File: src/rtl/arith_inv_pkg.sv
// Shared types and constants for the inverse divider of the (A+B)*C+D unit.
// The sum limit is the largest legal A+B for C_W-bit operands.
package arith_inv_pkg;

    typedef enum logic [1:0] {
        IDLE,
        SUB,
        DIV,
        DONE
    } arith_inv_state_t;

    localparam int ARITH_Y_W = 18;
    localparam int ARITH_C_W = 8;

    localparam int ARITH_SUM_MAX = 2 * ((1 << ARITH_C_W) - 1);

    function automatic int arith_sum_limit(input int cw);
        return 2 * ((1 << cw) - 1);
    endfunction

endpackage

File: src/rtl/arith_inverse_divider_seq_div_step.sv
// One restoring division step: shift in a dividend bit, trial-subtract.
// Purely combinational; the top registers the result each cycle.
import arith_inv_pkg::*;

module seq_div_step #(
    parameter int C_W = ARITH_C_W
) (
    input  logic [C_W:0]   rem_in,
    input  logic           bit_in,
    input  logic [C_W-1:0] divisor,
    output logic [C_W:0]   rem_out,
    output logic           q_bit
);

    logic [C_W+1:0] wide;
    logic [C_W+1:0] dvs;

    always_comb begin
        wide    = {rem_in, bit_in};
        dvs     = (C_W+2)'(divisor);
        q_bit   = (wide >= dvs);
        rem_out = q_bit ? (C_W+1)'(wide - dvs) : wide[C_W:0];
    end

endmodule

File: src/rtl/arith_inverse_divider.sv
// Recovers S = (Y - D) / C with remainder via an iterative restoring divider.
// Define ARITH_INV_RANGE_CHECK_EN to add the not_sum legality output.
import arith_inv_pkg::*;

module arith_inverse_divider #(
    parameter int Y_W = ARITH_Y_W,
    parameter int C_W = ARITH_C_W
) (
    input  logic           clk,
    input  logic           rst,
    input  logic [Y_W-1:0] y,
    input  logic [C_W-1:0] c,
    input  logic [C_W-1:0] d,
    input  logic           in_valid,
    output logic           in_ready,
    output logic [Y_W-1:0] quo,
    output logic [C_W-1:0] rem,
    output logic           div_by_zero,
    output logic           underflow,
`ifdef ARITH_INV_RANGE_CHECK_EN
    output logic           not_sum,
`endif
    output logic           out_valid,
    input  logic           out_ready
);

    localparam int CNT_W = $clog2(Y_W + 1);

`ifdef ARITH_INV_RANGE_CHECK_EN
    localparam logic [Y_W-1:0] SUM_LIM = Y_W'(arith_sum_limit(C_W));
`endif

    arith_inv_state_t state;
    arith_inv_state_t state_nxt;

    logic [Y_W-1:0] y_r;
    logic [C_W-1:0] c_r;
    logic [C_W-1:0] d_r;
    logic [Y_W:0]   diff;
    logic           neg;
    logic           c_zero;
    logic           dz_w;
    logic           uf_w;
    logic           err_w;
    logic [C_W:0]   prem;
    logic [Y_W-1:0] qsr;
    logic [CNT_W-1:0] cnt;
    logic [C_W:0]   step_rem;
    logic           step_q;
    logic [Y_W-1:0] q_next;

    seq_div_step #(
        .C_W(C_W)
    ) u_step (
        .rem_in (prem),
        .bit_in (qsr[Y_W-1]),
        .divisor(c_r),
        .rem_out(step_rem),
        .q_bit  (step_q)
    );

    always_comb begin
        diff   = {1'b0, y_r} - (Y_W+1)'(d_r);
        neg    = diff[Y_W];
        c_zero = (c_r == '0);
        err_w  = dz_w | uf_w;
        q_next = {qsr[Y_W-2:0], step_q};
    end

    always_ff @(posedge clk) begin
        if (rst) begin
            state <= IDLE;
        end else begin
            state <= state_nxt;
        end
    end

    always_comb begin
        state_nxt = state;
        unique case (state)
            IDLE: if (in_valid) state_nxt = SUB;
            SUB:  state_nxt = DIV;
            DIV:  if (cnt == '0) state_nxt = DONE;
            DONE: if (out_ready) state_nxt = IDLE;
        endcase
    end

    always_comb begin
        in_ready  = (state == IDLE);
        out_valid = (state == DONE);
    end

    // Errors spend one idle pass through DIV so both paths enter DONE alike.
    always_ff @(posedge clk) begin
        if (rst) begin
            y_r         <= '0;
            c_r         <= '0;
            d_r         <= '0;
            dz_w        <= 1'b0;
            uf_w        <= 1'b0;
            prem        <= '0;
            qsr         <= '0;
            cnt         <= '0;
            quo         <= '0;
            rem         <= '0;
            div_by_zero <= 1'b0;
            underflow   <= 1'b0;
`ifdef ARITH_INV_RANGE_CHECK_EN
            not_sum     <= 1'b0;
`endif
        end else begin
            unique case (state)
                IDLE: begin
                    if (in_valid) begin
                        y_r <= y;
                        c_r <= c;
                        d_r <= d;
                    end
                end
                SUB: begin
                    dz_w <= c_zero;
                    uf_w <= !c_zero && neg;
                    prem <= '0;
                    if (c_zero || neg) begin
                        qsr <= '0;
                        cnt <= '0;
                    end else begin
                        qsr <= diff[Y_W-1:0];
                        cnt <= CNT_W'(Y_W - 1);
                    end
                end
                DIV: begin
                    if (!err_w) begin
                        prem <= step_rem;
                        qsr  <= q_next;
                    end
                    if (cnt != '0) begin
                        cnt <= cnt - 1'b1;
                    end else begin
                        quo         <= err_w ? '0 : q_next;
                        rem         <= err_w ? '0 : step_rem[C_W-1:0];
                        div_by_zero <= dz_w;
                        underflow   <= uf_w;
`ifdef ARITH_INV_RANGE_CHECK_EN
                        not_sum     <= err_w
                                     || (step_rem[C_W-1:0] != '0)
                                     || (q_next > SUM_LIM);
`endif
                    end
                end
                DONE: begin
                end
            endcase
        end
    end

endmodule

File: config.mk
export PLATFORM = sky130hd
export DESIGN_NAME = arith_inverse_divider
export DESIGN_NICKNAME = d
export VERILOG_FILES = /design/src/rtl/arith_inv_pkg.sv /design/src/rtl/arith_inverse_divider_seq_div_step.sv /design/src/rtl/arith_inverse_divider.sv
export SDC_FILE = /design/constraint.sdc
export NUM_CORES = 1
export LEC_CHECK = 0
export CAP_MARGIN = 5
export CORE_MARGIN = 3
export CORE_UTILIZATION = 59
export CTS_CLUSTER_DIAMETER = 50
export DETAILED_ROUTE_END_ITERATION = 12
export PLACE_DENSITY = 0.95
export RECOVER_POWER = 50
export SYNTH_ARGS = -nofsm -noshare
export SYNTH_HDL_FRONTEND = slang
export SYNTH_SLANG_ARGS = --single-unit
File: constraint.sdc
create_clock -name clk -period 3.65 [get_ports clk]
set_input_delay 0.5475 -clock clk [delete_from_list [all_inputs] [get_ports clk]]
set_output_delay 0.5475 -clock clk [all_outputs]
set_load 0.005 [all_outputs]
**Word-level counts from Yosys, hierarchy flattened**

Cells that the tools add are included.

- Register bits: 98
- Bits in latches: 0
- Bits in writable memories: 0
- Memory bits (read-only): 0
- Bits of input ports: 38
- Output and inout port bits: 30
- Word-level logic and storage cells: 55
- Memories kept: 0

- $add $sub $neg: 3
- Multipliers: 0
- Div/mod/pow operators: 0
- Magnitude comparators: 1
- Equality and inequality tests: 8
- Shifts and indexed selects: 0
- Mux-type cells: 15
- Bitwise logic cells: 2
- Reduce and logical (&&, ||, !) cells: 13

Operators with widths:

| kind | count |
|---|---|
| $mux 18 | 3 |
| $pmux 18 s2 | 1 |
| $sub 18x8->19 | 1 |
| $mux 9 | 2 |
| $pmux 9 s2 | 1 |
| $ge 10x8->1 | 1 |
| $mux 5 | 2 |
| $pmux 5 s2 | 1 |
| $sub 9x8->9 | 1 |
| $logic_not 8->1 | 1 |
| $mux 8 | 1 |
| $ne 2x2->1 const B | 4 |
| $pmux 2 s4 | 1 |
| $reduce_and 2->1 | 4 |
| $mux 2 | 3 |
| $logic_not 5->1 | 1 |
| $reduce_bool 5->1 | 1 |
| $sub 5x1->5 const B | 1 |
| $eq 2x2->1 const B | 2 |
| $reduce_and 3->1 | 1 |
| $eq 2x1->1 const B | 1 |
| $logic_not 2->1 | 1 |
| $ne 2x1->1 const B | 1 |
| $reduce_bool 2->1 | 1 |
| 5 further kinds | 5 |

**Depth between registers and ports, before layout**

Gate-level depths: netlist of run 1.

- Word-level depth: 4
- Depth in mapped cells: 11
- Gate-level depth less buffers: 10

**By module**

Synthesis of run 1 repeated with hierarchy kept, for this count alone.

- Cells, all modules: 606
- Area total of the unflattened synthesis: 4878.4 µm²

By module, submodules not included:

| module | times used | cells an instance | area an instance (µm²) | sequential area each (µm²) |
|---|---|---|---|---|
| arith_inverse_divider | 1 | 531 | 4355.4 | 1961.9 |
| seq_div_step | 1 | 75 | 523.0 | 0.0 |

**Worst setup path after synthesis of run 1**

Ideal clock, no wire load.

- Kind: reg-to-reg
- Start: reg qsr[17]
- End: reg prem[1]
- Library setup time: 124 ps
- Data arrival time: 2343 ps
- Slack: 1183 ps
- Cell stages (with the launch flop): 11
- Buffers on the path: 1
- Period minus slack after synthesis: 2467 ps
- Path through: dfxtp_1 > inv_1 > ha_1 > inv_1 > fa_1 > nand3_1 > a31oi_1 > nor4_1 > buf_2 > mux2i_1 > o21ai_0

- Word-level cells in the longest chain between the ends: 4
- Elaborated cells on any way between the ends: 5
- Those cells by class: add/sub: 1; order compare: 1; mux: 3

Ends and longest elaborated chain:

| item | RTL line | RTL |
|---|---|---|
| start: declaration | arith_inverse_divider.sv:46 | `logic [Y_W-1:0] qsr;` |
| start signal: assignment | arith_inverse_divider.sv:128 | `qsr <= diff[Y_W-1:0];` |
| start signal: assignment | arith_inverse_divider.sv:135 | `qsr <= q_next;` |
| $sub 9x8->9 / $ge 10x8->1 (equally long branches) | arith_inverse_divider_seq_div_step.sv:22, arith_inverse_divider_seq_div_step.sv:21 |  |
| $mux 9 * | arith_inverse_divider_seq_div_step.sv:22 | `rem_out = q_bit ? (C_W+1)'(wide - dvs) : wide[C_W:0];` |
| $mux 9 * | arith_inverse_divider.sv:133 | `if (!err_w) begin` |
| $pmux 9 s2 * | arith_inverse_divider.sv:112 | `unique case (state)` |
| end signal: assignment | arith_inverse_divider.sv:134 | `prem <= step_rem;` |
| end: declaration | arith_inverse_divider.sv:45 | `logic [C_W:0] prem;` |

Every way passes the cells marked *; elsewhere a longest branch is shown, timed or not. The select of a mux whose other input is x is not followed.
A chain may end at the register's enable or synchronous reset.

**Worst setup path after layout of run 1**

- Start: reg state[0]
- End: reg qsr[2]

- Word-level cells in the longest chain between the ends: 3
- Elaborated cells on any way between the ends: 6
- Those cells by class: eq/ne: 3; mux: 1; reduce/logical: 2

Ends and longest elaborated chain:

| item | RTL line | RTL |
|---|---|---|
| start: declaration | arith_inverse_divider.sv:33 | `arith_inv_state_t state;` |
| start signal: assignment | arith_inverse_divider.sv:74 | `state <= state_nxt;` |
| $eq 2x2->1 / $eq 2x1->1 (equally long branches) | arith_inverse_divider.sv:112 |  |
| $ne 2x2->1 (no line) / $reduce_bool 2->1 (equally long branches) | - |  |
| $reduce_and 2->1 (no line) | - |  |

Parallel ways exist; a longest one is shown, timed or not.

==> results_dict.tcl, run 1 <==
set metrics [dict create \
    grt_pass1_vias 4161 \
    rsz0062_at_grt "false" \
    ys_warn_count 0 \
    clock_skew_ns 0.0126 \
    clock_latency_ns 0.38 \
    dpl_worst_slack_ns 0.868 \
    syn_inst 592 \
    final_nets 704 \
    fmax_mhz 350 \
    post_cts_buffers 0 \
    vdd_drop_max_mv 0.356 \
    cts_hold_buf 0 \
    fp-row-count 32 \
    leakagePower_uw 0.00218 \
    status "completed" \
    port_buffers 67 \
    cts_max_level 3 \
    tightestPinTransition_ns 1.01 \
    start_kind "register" \
    cts_buffer_depth 2 \
    async_flop_share_pct 0 \
    grt_overflow 0 \
    crit_required_ns 3.95 \
    fillers 598 \
    wl_per_cell_um 15.6 \
    ios 68 \
    syn-num-nets 654 \
    finalPower_uw 4280 \
    cts_buffers 9 \
    drc 0 \
    start_util_pct 61.0 \
    crit_fanout 27 \
    worstSetupPathType "reg -> reg" \
    drv_cap 0 \
    antenna_left 0 \
    antenna_found_initial 0 \
    core_um2 7770 \
    synth_seq_cells 98 \
    grt_start_max_net_pins 49 \
    p_per_area_nw_per_um2 761 \
    relSlewSlack_pct 32.2 \
    slew_viol_final 0 \
    firstDrtPassIters 6 \
    drive_gt1_share_pct 4.17 \
    drt-initial-drc-count 406 \
    antenna_cells 0 \
    final_common_cell "nand2_1" \
    hold_path.class "reg -> reg" \
    viasPerCell 6.00 \
    final.setup.tns_ns 0 \
    setup_violations 0 \
    final_cell_mix "101 x nand2_1, 98 x dfxtp_1, 63 x a21oi_1" \
    end_kind "register" \
    syn_to_final_growth_pct 18.7 \
    synth.avg_cell_area_um2 8.00 \
    cts_sinks 98 \
    detailed_place_hpwl_um 8490 \
    clkTransAtPathRegs_ns 0.10 \
    root_buffer "clkbuf_8" \
    finalCritPeriodShare_pct 78.3 \
    vias 4495 \
    gp_congestion 0.878 \
    period_needed_ns 2.86 \
    synth_seq_area_share_pct 41.4 \
    synth_edf_count 0 \
    fp.dieH_um 95.6 \
    synth_area_um2 4740 \
    grt_pass1_wl_um 19000 \
    r2r_slack_ns 0.79 \
    hold_viol_final 0 \
    track_usage_pct 26.3 \
    setup_ws_ns 0.791 \
    die_w_um 95.6 \
    ctsResizeCount 0 \
    arrival_ns 3.16 \
    tritoncts "built" \
    synth-main-ff-cell "dfxtp_1" \
    ys_types 50 \
    dieArea_um2 9140 \
    routed_wl_um 11700 \
]
flip-flops by register name, summed over array words and instances (netlist names):
register,flops
quo,18
c_r,8
dz_w,1
qsr,18
y_r,18
prem,9
d_r,8
uf_w,1
underflow,1
div_by_zero,1
rem,8
state,2
cnt,5
critical path, cell delays in order, from the launching register on:
cell	delay [ns]
dfxtp_1	0.36
inv_1	0.09
ha_1	0.76
nand2_1	0.45
nand2_1	0.69
nand4_1	0.20
a31oi_1	0.22
synth_stat cells (all sizes together) (8+ instances only):
master,instances,area (µm²)
nand2,101,379
dfxtp,98,1960
a21oi,63,315
nor2,60,225
clkbuf,27,101
inv,26,97.6
ha,22,275
nor3,21,105
o21ai,20,100
a22oi,18,140
nand3,13,65.1
nand2b,9,56.3
nand3b,9,67.6
a31oi,8,50.1
cell families after synthesis:
| family | count (synthesis) | share of synthesized area (%) |
|---|---|---|
| xor gates and xnor gates | 14 | 2.59 |
| adders and majority gates | 24 | 6.66 |
| muxes | 6 | 1.27 |
| DFF | 98 | 41.4 |
| buffers and inverters | 58 | 4.81 |
| and+or+nand+nor | 239 | 22.8 |
| AOI/OAI and AO/OA | 153 | 20.5 |
power by group:
part / leakage, µW / internal [µW] / switching, µW
Clock: 0.0000919 / 259 / 412
Sequential: 0.000798 / 1280 / 187
Combinational: 0.00129 / 832 / 1300
Total: 0.00218 / 2380 / 1900
routing by layer:
layer  track usage (%)  vias to the layer above  share of wire, %
met4              11.8                        0               2.8
met5                 0                        -                 0
met3              5.05                       33               8.8
met2              43.8                      219                47
met1              32.9                     2084                41
li1                  -                     2159                 -
area by class of cell:
type	count	area, µm²	share of cell area [%]
Multi-Input combinational cell	436	2550	45.4
Inverter	26	97.6	1.74
Timing Repair Buffer	71	696	12.4
Clock inverter	7	62.6	1.11
Clock buffer	9	124	2.20
Tap cell	102	128	2.27
Sequential cell	98	1960	34.9
per-stage QoR:
step	hold slack, ns	util, %	cell area, µm²	cells
2_1_floorplan	0.436	-	4740	592
3_3_place_gp	0.439	70.0	5440	733
3_5_place_dp	0.441	70.0	5440	733
4_1_cts	0.464	72.4	5620	749
5_1_grt	0.480	72.4	5620	749
6_report	0.456	72.4	5620	749
path summary, 6_finish.rpt:
| path | endpoint | cells past startpoint | start |
|---|---|---|---|
| min | rem[7]$_SDFFE_PP0P_ | 2 | rem[7]$_SDFFE_PP0P_ |
| max reg2reg | qsr[2]$_SDFFE_PP0P_ | 6 | state[0]$_SDFFE_PP0P_ |
| max | qsr[2]$_SDFFE_PP0P_ | 6 | state[0]$_SDFFE_PP0P_ |
| min reg2reg | rem[7]$_SDFFE_PP0P_ | 2 | rem[7]$_SDFFE_PP0P_ |
No activity file was read; power rests on OpenSTA's default activity.
==> run 2, diff against run 1 <==
--- a/config.mk
+++ b/config.mk
@@ -7,10 +7,10 @@
 export LEC_CHECK = 0
 export CAP_MARGIN = 5
 export CORE_MARGIN = 3
-export CORE_UTILIZATION = 59
+export CORE_UTILIZATION = 49
 export CTS_CLUSTER_DIAMETER = 50
 export DETAILED_ROUTE_END_ITERATION = 12
-export PLACE_DENSITY = 0.95
+export PLACE_DENSITY = 0.86
 export RECOVER_POWER = 50
 export SYNTH_ARGS = -nofsm -noshare
 export SYNTH_HDL_FRONTEND = slang
==> constraint.sdc (replaced) <==
create_clock -name clk -period 2.56 [get_ports clk]
set_input_delay 0.384 -clock clk [delete_from_list [all_inputs] [get_ports clk]]
set_output_delay 0.384 -clock clk [all_outputs]
set_load 0.005 [all_outputs]
==> results_dict.tcl, run 2 (synthesis gave the netlist of run 1 again) <==
set metrics [dict create \
    status "completed" \
    crit_fanout 16 \
    clock_latency_ns 0.37 \
    fmax_mhz 423 \
    port_buffers 67 \
    grt_pass1_wl_um 19100 \
    min_from "d_r[3]$_SDFFE_PP0P_" \
    tightestPinTransition_ns 0.855 \
    leakagePower_uw 0.00225 \
    grt.met3_usage_pct 3.23 \
    cts_hold_buf 0 \
    place_area_um2 5540 \
    syn_to_final_growth_pct 22.6 \
    start_util_pct 50.8 \
    fin_area_um2 5810 \
    core_um2 9330 \
    dieArea_um2 10900 \
    top_usage_layer "met2" \
    p_per_area_nw_per_um2 1130 \
    rsz0062_at_grt "false" \
    fillers 821 \
    r2r_cells 9 \
    tritoncts "built" \
    grt_pass1_vias 4038 \
    setup_violations 0 \
    track_usage_pct 21.0 \
    vdd_drop_max_mv 0.461 \
    clock_skew_ns 0.0125 \
    end_kind "register" \
    routed_wl_um 11600 \
    drv_cap 0 \
    slew_viol_final 0 \
    wl_per_cell_um 14.7 \
    drt-initial-drc-count 294 \
    grt_start_max_net_pins 42 \
    vias 4431 \
    grt_use_met1_pct 28.8 \
    antenna_left 0 \
    grt_overflow 0 \
    r2r_start "y_r[0]$_SDFFE_PP0P_" \
    hold_viol_final 0 \
    relSlewSlack_pct 42.6 \
    start_kind "register" \
    reg_top3 "qsr x18, quo x18, y_r x18" \
    cts_buffer_depth 2 \
    cts_max_level 3 \
    drive_gt1_share_pct 5.63 \
    fp-row-count 35 \
    finalPower_uw 6540 \
    arrival_ns 2.64 \
    final_cell_mix "101 x nand2_1, 98 x dfxtp_1, 62 x a21oi_1" \
    drc 0 \
    root_buffer "clkbuf_8" \
    final.setup.tns_ns 0 \
    dpl_worst_slack_ns 0.0767 \
    worstSetupPathType "reg -> reg" \
    period_needed_ns 2.36 \
    min_path_cells 2 \
    die_w_um 104 \
    detailed_place_hpwl_um 8390 \
    antenna_found_initial 0 \
    viasPerCell 5.64 \
    cts_sinks 98 \
    crit_path_start "y_r[0]$_SDFFE_PP0P_" \
    fp.dieH_um 104 \
    crit_required_ns 2.84 \
    finalCritPeriodShare_pct 92.3 \
    final_common_cell "nand2_1" \
    gp_congestion 0.882 \
    final_nets 714 \
    grt_util_met2_pct 33.4 \
    ios 68 \
    hold_path.class "reg -> reg" \
    antenna_cells 0 \
    setup_ws_ns 0.197 \
    cts_buffers 9 \
    clkTransAtPathRegs_ns 0.09 \
    firstDrtPassIters 5 \
]
[run 2: changes by cell type in the layout (fill, tap and decap cells not counted), moves of 2 or more]
cell | before | now
clkinv_4 | 4 | 1
clkbuf_1 | 0 | 2
buf_4 | 4 | 12
bufinv_16 | 0 | 4
[run 2: final timing paths]
check | end | slack, ns
setup / recovery | qsr[15]$_SDFFE_PP0P_ | 0.20
hold / removal | d_r[3]$_SDFFE_PP0P_ | 0.46
setup reg to reg | qsr[15]$_SDFFE_PP0P_ | 0.20
hold reg to reg | d_r[3]$_SDFFE_PP0P_ | 0.46
[run 2: area by class of cell]
class	count	area [µm²]	area share, %
Multi-Input combinational cell	436	2560	44.0
Timing Repair Buffer	81	764	13.2
Sequential cell	98	1960	33.8
Tap cell	129	161	2.78
Clock inverter	6	138	2.37
Clock buffer	10	128	2.20
Inverter	26	97.6	1.68
[run 2: repair_timing]
item                                    4_1_cts  5_1_grt
pin swaps                                     0        1
gates resized for setup                       1        1
gates cloned                                  0        0
endpoints found under the setup margin        1        3
buffers inserted                              0        1
[run 2: through the flow]
stage	util [%]	instances	hold slack, ns
after floorplan	-	592	0.436
after CTS	62.2	785	0.462
after global placement	59.4	769	0.443
after detailed placement	59.4	769	0.449
after global routing	62.3	786	0.486
final	62.3	786	0.461
[run 2: critical path, stage by stage, from the launching register on]
cell,delay [ns]
dfxtp_1,0.34
inv_1,0.05
ha_1,0.21
fa_1,0.38
nand2b_1,0.20
a21oi_2,0.21
o22a_2,0.26
o31a_4,0.28
o21ai_0,0.14
a211oi_1,0.23
[run 2: power by group]
group / leakage (µW) / internal (µW) / switching, µW
Clock: 0.000131 / 754 / 551
Sequential: 0.000798 / 1830 / 261
Combinational: 0.00133 / 1290 / 1850
Total: 0.00225 / 3870 / 2670
[run 2: metal layers]
| metal | vias to the layer above | wire (µm) |
|---|---|---|
| met2 | 194 | 5330 |
| met3 | 27 | 792 |
| met1 | 2023 | 5170 |
| met5 | - | 0 |
| met4 | 0 | 306 |
| li1 | 2187 | - |
==> run 3, diff against run 2 <==
--- a/config.mk
+++ b/config.mk
@@ -10,7 +10,7 @@
 export CORE_UTILIZATION = 49
 export CTS_CLUSTER_DIAMETER = 50
 export DETAILED_ROUTE_END_ITERATION = 12
-export PLACE_DENSITY = 0.86
+export PLACE_DENSITY = 0.79
 export RECOVER_POWER = 50
 export SYNTH_ARGS = -nofsm -noshare
 export SYNTH_HDL_FRONTEND = slang
==> results_dict.tcl, run 3 (synthesis gave the netlist of run 1 again) <==
set metrics [dict create \
    status "completed" \
    reg2reg_to "qsr[2]$_SDFFE_PP0P_" \
    p_comb_share_pct 50.1 \
    hold_slack_ns 0.459 \
    vias 4425 \
    rsz0062_at_grt "false" \
    clkPwrFrac_pct 16.4 \
    seq_power_share_pct 33.5 \
    reg_top3 "qsr x18, quo x18, y_r x18" \
    ctsResizeCount 0 \
    syn_to_final_growth_pct 21.4 \
    arrival_ns 2.68 \
    switching_power_uw 2660 \
    period_needed_ns 2.39 \
    r2r_cells 9 \
    r2r_slack_ns 0.17 \
    finalCritPeriodShare_pct 93.5 \
    routed_wl_um 11700 \
    die_w_um 104 \
    crit_required_ns 2.85 \
    drc 0 \
    end_kind "register" \
    multiInputGateArea_um2 2560 \
    max_stage_delay_ns 0.41 \
    fp-row-count 35 \
    drive_gt1_share_pct 5.49 \
    dieArea_um2 10900 \
    r2r_start "y_r[0]$_SDFFE_PP0P_" \
    fmax_mhz 418 \
    grt_pass1_wl_um 19500 \
    ios 68 \
    setup_violations 0 \
    crit_fanout 16 \
    hold_path.class "reg -> reg" \
    final.setup.tns_ns 0 \
    cts_buffers 9 \
    cts_max_level 3 \
    switching_share_pct 42.7 \
    p_per_area_nw_per_um2 1080 \
    tightestPinTransition_ns 0.922 \
    detailed_place_hpwl_um 8680 \
    crit_chain "inv_1 > ha_1 > fa_1 > nand2b_1 > a21oi_2 > o22a_1 > o31a_4 > nand4_1 > a31oi_1" \
    final_nets 713 \
    port_buffers 67 \
    leakagePower_uw 0.00222 \
    viasPerCell 5.64 \
    grt_pass1_vias 4141 \
    hold_viol_final 0 \
    cts_sinks 98 \
    cts_hold_buf 0 \
    cts_buffer_depth 2 \
    p_int_uw 3580 \
    min_from "d_r[5]$_SDFFE_PP0P_" \
    slew_viol_final 0 \
    min_path_cells 2 \
    final_common_cell "nand2_1" \
    critical-path-slowest-cell "fa_1" \
    gp_congestion 0.872 \
    worstSetupPathType "reg -> reg" \
    drv_cap 0 \
    start_kind "register" \
    clkTransAtPathRegs_ns 0.09 \
    vdd_drop_max_mv 0.467 \
    antenna_cells 0 \
    final_cell_mix "101 x nand2_1, 98 x dfxtp_1, 62 x a21oi_1" \
    antenna_left 0 \
    fillers 833 \
    track_usage_pct 21.5 \
    grt_overflow 0 \
    worstHoldEndpoint "d_r[5]$_SDFFE_PP0P_" \
    clock_latency_ns 0.37 \
    core_um2 9330 \
    root_buffer "clkbuf_8" \
    fp.dieH_um 104 \
    relSlewSlack_pct 38.1 \
    drt-initial-drc-count 259 \
    start_util_pct 50.8 \
    firstDrtPassIters 5 \
    clock_skew_ns 0.00560 \
    seq_area_um2 1960 \
    post_cts_buffers 0 \
    grt_start_max_net_pins 52 \
    wl_per_cell_um 14.9 \
    tritoncts "built" \
    antenna_found_initial 0 \
]
run 3: metal layers:
metal	track usage (%)	share of wire, %	wire length (µm)	vias up
li1	-	-	-	2179
met1	28.5	46	5330	2050
met2	35.3	46	5370	170
met3	3.48	6.4	752	26
met4	7.60	2.1	248	0
met5	0	0	0	-
run 3: per-stage QoR:
stage / power [µW] / worst slack (ns) / util, % / cells / instance area [µm²]
global route: 6690 / 0.0186 / 61.6 / 785 / 5750
floorplan: 4320 / 0.0934 / - / 592 / 4740
global placement: 5070 / 0.314 / 59.5 / 769 / 5550
finish: 6240 / 0.167 / 61.6 / 785 / 5750
detailed placement: 5200 / 0.164 / 59.5 / 769 / 5550
CTS: 6210 / 0.160 / 61.7 / 785 / 5750
run 3: layout make-up:
| type | count | share of cell area (%) |
|---|---|---|
| inverter | 26 | 1.70 |
| timing repair buffer | 80 | 13.4 |
| multi-input combinational | 436 | 44.5 |
| clock buffer | 10 | 2.39 |
| tap | 129 | 2.81 |
| sequential | 98 | 34.1 |
| clock inverter | 6 | 1.15 |
run 3: worst max-delay path: cells and delay by family (launching register included):
family / cells / cell delay [ns]
AO/OA/AOI/OAI: 4 / 0.93
adder cells (fa/ha/maj): 2 / 0.63
AND/OR/NAND/NOR: 2 / 0.38
flip-flops: 1 / 0.34
buffers and inverters: 1 / 0.05
run 3: worst max path at each step:
stage	start	end	slack, ns	depth (start not counted)
3_5_place_dp	y_r[0]$_SDFFE_PP0P_	qsr[8]$_SDFFE_PP0P_	0.16	10
2_1_floorplan	qsr[17]$_SDFFE_PP0P_	prem[1]$_SDFFE_PP0P_	0.09	10
4_1_cts	y_r[0]$_SDFFE_PP0P_	qsr[2]$_SDFFE_PP0P_	0.16	9
3_3_place_gp	y_r[0]$_SDFFE_PP0P_	qsr[6]$_SDFFE_PP0P_	0.31	9
5_1_grt	y_r[0]$_SDFFE_PP0P_	qsr[8]$_SDFFE_PP0P_	0.02	10
6_report	y_r[0]$_SDFFE_PP0P_	qsr[2]$_SDFFE_PP0P_	0.17	9
run 3: power by group through the flow:
stage	registers (µW)	clock network (µW)	logic (µW)
6_report	2090	1020	3120
5_1_grt	2130	1080	3470
3_3_place_gp	2110	0	2970
3_5_place_dp	2120	0	3080
2_1_floorplan	2040	0	2280
4_1_cts	2090	1030	3090
